<file path="src/rtl/pwm_pkg.sv">
// Shared types and constants for the PWM duty decoder and its divider.
package pwm_pkg;

    typedef enum logic {
        ARMED   = 1'b0,
        MEASURE = 1'b1
    } dec_state_t;

    localparam int DUTY_W    = 8;
    localparam int DIV_ITERS = 8;

endpackage

</file>
<file path="src/rtl/seq_divider.sv">
// Restoring divider, quot = floor(num*256/den) for num < den: start latches operands,
// 8 iteration cycles, done is high the cycle after the last iteration; a start then is accepted.
module seq_divider
    import pwm_pkg::*;
#(
    parameter int CNT_W = 16
) (
    input  logic              clk,
    input  logic              rst,
    input  logic              clear,
    input  logic              start,
    input  logic [CNT_W-1:0]  num,
    input  logic [CNT_W-1:0]  den,
    output logic              busy,
    output logic              done,
    output logic [DUTY_W-1:0] quot
);

    localparam int IW = $clog2(DIV_ITERS + 1);

    logic [CNT_W:0]   rem;
    logic [CNT_W:0]   rem_sh;
    logic [CNT_W-1:0] den_r;
    logic [IW-1:0]    iter;
    logic             run;
    logic             last;

    assign rem_sh = rem << 1;
    assign last   = (iter == IW'(DIV_ITERS));
    assign busy   = run && !last;
    assign done   = run && last;

    always_ff @(posedge clk or posedge rst) begin
        if (rst) begin
            run   <= 1'b0;
            iter  <= '0;
            rem   <= '0;
            den_r <= '0;
            quot  <= '0;
        end else if (clear) begin
            run   <= 1'b0;
            iter  <= '0;
        end else if (start) begin
            run   <= 1'b1;
            iter  <= '0;
            rem   <= {1'b0, num};
            den_r <= den;
            quot  <= '0;
        end else if (busy) begin
            // Quotient bits shift in MSB first.
            if (rem_sh >= {1'b0, den_r}) begin
                rem  <= rem_sh - {1'b0, den_r};
                quot <= {quot[DUTY_W-2:0], 1'b1};
            end else begin
                rem  <= rem_sh;
                quot <= {quot[DUTY_W-2:0], 1'b0};
            end
            iter <= iter + 1'b1;
        end else if (done) begin
            run <= 1'b0;
        end
    end

endmodule

</file>
<file path="src/rtl/pwm_duty_decoder.sv">
// Recovers 8-bit duty and period of an asynchronous PWM input; duty_valid 12 clk edges
// after the pin rise closing a period. A rise while the divider is busy drops the sample (overrun).
module pwm_duty_decoder
    import pwm_pkg::*;
#(
    parameter int CNT_W   = 16,
    parameter int TIMEOUT = 4096
) (
    input  logic              clk,
    input  logic              rst,
    input  logic              en,
    input  logic              pwm_in,
    output logic [DUTY_W-1:0] duty,
    output logic              duty_valid,
    output logic [CNT_W-1:0]  period,
    output logic              overrun
);

    localparam logic [CNT_W-1:0] CNT_MAX = {CNT_W{1'b1}};
    localparam logic [CNT_W-1:0] TO_VAL  = CNT_W'(TIMEOUT);

    logic [1:0]        sync_q;
    logic              hist;
    logic              rise;
    logic              fall;
    logic [CNT_W-1:0]  cnt;
    logic [CNT_W-1:0]  high_lat;
    logic [CNT_W-1:0]  period_pend;
    dec_state_t        state;
    logic              div_start;
    logic              div_busy;
    logic              div_done;
    logic [DUTY_W-1:0] div_quot;

    always_ff @(posedge clk or posedge rst) begin
        if (rst) begin
            sync_q <= '0;
            hist   <= 1'b0;
        end else begin
            sync_q <= {sync_q[0], pwm_in};
            hist   <= sync_q[1];
        end
    end

    assign rise = sync_q[1] && !hist;
    assign fall = !sync_q[1] && hist;

    assign div_start = en && (state == MEASURE) && rise && !div_busy;

    seq_divider #(
        .CNT_W (CNT_W)
    ) u_div (
        .clk   (clk),
        .rst   (rst),
        .clear (!en),
        .start (div_start),
        .num   (high_lat),
        .den   (cnt),
        .busy  (div_busy),
        .done  (div_done),
        .quot  (div_quot)
    );

    always_ff @(posedge clk or posedge rst) begin
        if (rst) begin
            state       <= ARMED;
            cnt         <= '0;
            high_lat    <= '0;
            period_pend <= '0;
            duty        <= '0;
            duty_valid  <= 1'b0;
            period      <= '0;
            overrun     <= 1'b0;
        end else begin
            duty_valid <= 1'b0;
            overrun    <= 1'b0;

            if (div_done && en) begin
                duty       <= div_quot;
                period     <= period_pend;
                duty_valid <= 1'b1;
            end

            if (!en) begin
                state       <= ARMED;
                cnt         <= '0;
                high_lat    <= '0;
                period_pend <= '0;
            end else begin
                if (rise) begin
                    cnt <= CNT_W'(1);
                end else if (cnt != CNT_MAX) begin
                    cnt <= cnt + 1'b1;
                end

                if (fall) begin
                    high_lat <= cnt;
                end

                case (state)
                    ARMED: begin
                        if (rise) begin
                            state <= MEASURE;
                        end
                    end
                    MEASURE: begin
                        // The period is published together with the quotient it belongs to.
                        if (rise) begin
                            if (div_busy) begin
                                overrun <= 1'b1;
                            end else begin
                                period_pend <= cnt;
                            end
                        end else if (cnt == TO_VAL) begin
                            duty       <= sync_q[1] ? '1 : '0;
                            period     <= '0;
                            duty_valid <= 1'b1;
                            state      <= ARMED;
                        end
                    end
                    default: state <= ARMED;
                endcase
            end
        end
    end

endmodule

</file>
<file path="config.mk">
export PLATFORM = sky130hd
export DESIGN_NAME = pwm_duty_decoder
export DESIGN_NICKNAME = d
export VERILOG_FILES = /design/src/rtl/pwm_pkg.sv /design/src/rtl/seq_divider.sv /design/src/rtl/pwm_duty_decoder.sv
export SDC_FILE = /design/constraint.sdc
export NUM_CORES = 1
export LEC_CHECK = 0
export CAP_MARGIN = 0
export CORE_MARGIN = 3
export CORE_UTILIZATION = 37
export CTS_CLUSTER_DIAMETER = 40
export DETAILED_ROUTE_END_ITERATION = 8
export GPL_TIMING_DRIVEN = 0
export PLACE_DENSITY_LB_ADDON = 0.12
export SYNTH_ARGS = -nofsm -noshare
export SYNTH_HDL_FRONTEND = slang
export SYNTH_SLANG_ARGS = --single-unit
</file>
<file path="constraint.sdc">
create_clock -name clk -period 11.1 [get_ports clk]
set_input_delay 3.33 -clock clk [delete_from_list [all_inputs] [get_ports clk]]
set_output_delay 3.33 -clock clk [all_outputs]
set_load 0.05 [all_outputs]
</file>
==> impl_metrics.tcl, run 1 <==
set metrics [dict create \
    dp_hpwl_um 11900 \
    cp_cell_sequence "clkdlybuf4s50_1, clkbuf_1, nand3_1, nor2_1, clkbuf_1, nand2_1, o21ai_0" \
    synth_xor_area_frac 0.0323 \
    vias_per_cell 5.25 \
    grt_pass1_vias 5032 \
    power_switching_uw 549 \
    cts_resized 0 \
    synth_fa_ha_area_frac 0.0433 \
    power_leakage_nw 3.22 \
    status "completed" \
    finClkSkew_ps 7.71 \
    grt_overflow_total 0 \
    cts.clk_slew.worst_paths_ps 60 \
    rsz0062_at_grt "false" \
    pwr-share-comb 0.330 \
    insertion_delay_ps 410 \
    p_int_mw 1.09 \
    hp-class "flip-flop to flip-flop" \
    synth_nets 688 \
    synth_ff_type "dfrtp_1" \
    avgRoutedWirePerCell_um 17.1 \
    vias 4934 \
    drc 0 \
    antenna_found_initial 0 \
    synthSimpleGateAreaFrac 0.197 \
    worst-slew-pin-transition_ps 591 \
    worstSetupStartpoint "en" \
    grt_pass1_wl_um 26500 \
    critPathMaxFanout 10 \
    fin_setup_tns_ps 0 \
    critPathMaxStageDelay_ps 530 \
    yosysTopAreaCellShare 0.494 \
    nets 737 \
    post_cts_buffers 0 \
    hold_start "sync_q[0]" \
    pwr-share-clk 0.351 \
    crit_path_end_kind "flip-flop" \
    synth_seq_cells 123 \
    layout_commonest_cell "nand2_1" \
    postLayoutCoreUtil 0.460 \
    cp.arrival_ps 5640 \
    die_x_um 136 \
    synth_area_leader_cell "dfrtp_1" \
    clock-sinks 123 \
    numPortBuffers 29 \
    crit_buf_inv 3 \
    avgSynthCellArea_um2 9.40 \
    clk_path_buf_depth 2 \
    dieArea_um2 18400 \
    syn2layout_area_growth_pct 19.3 \
    cts_tree "built" \
    synth_cells 663 \
    synthMuxAreaShare 0.00341 \
    final_cell_mix "nand2_1, dfrtp_1, o21ai_0, a21oi_1" \
    swShare 0.335 \
    setup_viol 0 \
    yosysUniqueCellTypes 68 \
    cp.required_ps 11430 \
    netlist_area_um2 6230 \
    ios 30 \
    synthTopCellsByArea "dfrtp_1, nand2_1, ha_1" \
    die_h_um 136 \
    path_common_cell "clkbuf_1" \
    totalWireLength_um 16100 \
    synth_top_family_by_area "simple AND/OR/NAND/NOR gates" \
    place_congestion 0.823 \
    finalHoldViolCount 0 \
    fill_cells 1583 \
    cp-start-kind "input port" \
    powerDensity_nw_per_um2 220 \
    grt_usage 0.184 \
    synth_warnings 0 \
    antenna_cells 0 \
    seq_power_share 0.319 \
    postRouteAntennaNets 0 \
    synth-seq-area-share 0.494 \
    period_needed_ps 5310 \
    max_slew_margin 0.606 \
    vdd_ir_drop_max_uv 104 \
    std_cell_rows 46 \
    first_pass_iters 8 \
    pre_cts_slack_ps 5320 \
    critPathTopFamily "buffers and inverters" \
    synthArstFlopShare 1.00 \
    grt_max_degree 69 \
    slew_viol_final 0 \
    hold_buffers 0 \
    drt_iter0_drc 292 \
    start_util 0.386 \
    critPathKind "input port to flip-flop" \
    setup_ws_ps 5790 \
    fin_crit_sh 0.478 \
    cts_root_buf "clkbuf_16" \
    htree_levels 4 \
    cts_buffers 17 \
    core_um2 16200 \
    cap_violations 0 \
    max_freq_mhz 188 \
    r2r_start "u_div.den_r[1]" \
    synth_compound_area_frac 0.182 \
    synth-edff-count 0 \
    slowest_stage "clkdlybuf4s50_1" \
    drive_gt1_frac 0.0982 \
]
logic make-up (layout without fill, tap and decap cells):
group,after synthesis,after routing
compound gates,169,169
xor+xnor,23,23
fa+ha+maj,21,21
buf+inv,66,126
flops,123,123
mux,2,2
simple gates,259,259
state kept, by name (all words and copies together) (netlist names), 8 cells and up:
register and count:
u_div.quot 8, cnt 16, high_lat 16, u_div.den_r 16, period 16, period_pend 16, duty 8, u_div.rem 16
stage by stage:
step	power, mW	hold slack (ps)	instance area (um^2)	instances
after floorplan	0.936	331	6230	663
after global placement	1.05	351	6800	908
after detailed placement	1.06	340	6830	909
after CTS	1.64	353	7440	939
after global routing	1.73	365	7440	939
final	1.64	351	7440	939
metal layers:
metal	part of all wire	wire, um	track usage
met3	0.033	528	0.0433
met1	0.49	7920	0.264
met4	0.0072	115	0.0403
met2	0.47	7510	0.285
met5	0	0	0
power groups by stage:
| stage | Sequential [mW] | Clock (mW) | Combinational [mW] |
|---|---|---|---|
| after floorplan | 0.518 | 0 | 0.417 |
| after detailed placement | 0.529 | 0 | 0.532 |
| final | 0.522 | 0.575 | 0.540 |
| after global placement | 0.529 | 0 | 0.521 |
| after global routing | 0.528 | 0.603 | 0.595 |
| after CTS | 0.522 | 0.583 | 0.535 |
synth_stat cells, drive strengths merged (11+ instances only):
master	number
inv	25
a31oi	23
xor2	12
nand2	146
xnor2	11
a22o	13
dfrtp	123
a21boi	27
nor2	30
clkbuf	24
o21ai	39
nand3	25
a21oi	35
buf	16
ha	20
final timing paths:
kind                                       end  slack (ps)  cells after the start
worst max-delay path            u_div.den_r[6]        5790                      7
worst min-delay path                 sync_q[1]         350                      0
worst max register to register    u_div.rem[1]        8550                      9
worst min register to register       sync_q[1]         350                      0
max in group asynchronous       u_div.den_r[1]        7030                      3
min in group asynchronous              overrun        3350                      2
worst reg2reg max path, stage by stage (launching register included):
cell and delay, ps:
dfrtp_1 380, inv_1 70, ha_1 300, nor2b_1 150, o2111a_1 260, o211ai_2 170, nand3b_1 200, a31oi_4 450
mux2_1 360, o21ai_1 130
final cells by class:
cell class	count	area, um^2	share of cell area
clock inverters	7	113	0.0151
flip-flops and latches	123	3080	0.414
inverters	26	103	0.0138
well taps	216	270	0.0363
clock buffers	23	498	0.0669
plain buffers	40	199	0.0267
repair buffers	30	318	0.0427
multi-input cells	474	2860	0.385
No activity file was read; power rests on OpenSTA's default activity.
==> run 2: changes to the inputs <==
Clock period 11.1 ns to 5.2 ns, I/O delays scaled along.
==> results of run 2 <==
The final DEF is identical to that of run 1. Status: completed.
Main changes from that run: setup slack after placement 5320 ps -> 1190 ps; setup slack after layout 5790 ps -> 1660 ps; register-to-register setup slack 8550 ps -> 2650 ps; total power 1.64 mW -> 3.49 mW; worst IR drop on VDD 104 uV -> 221 uV
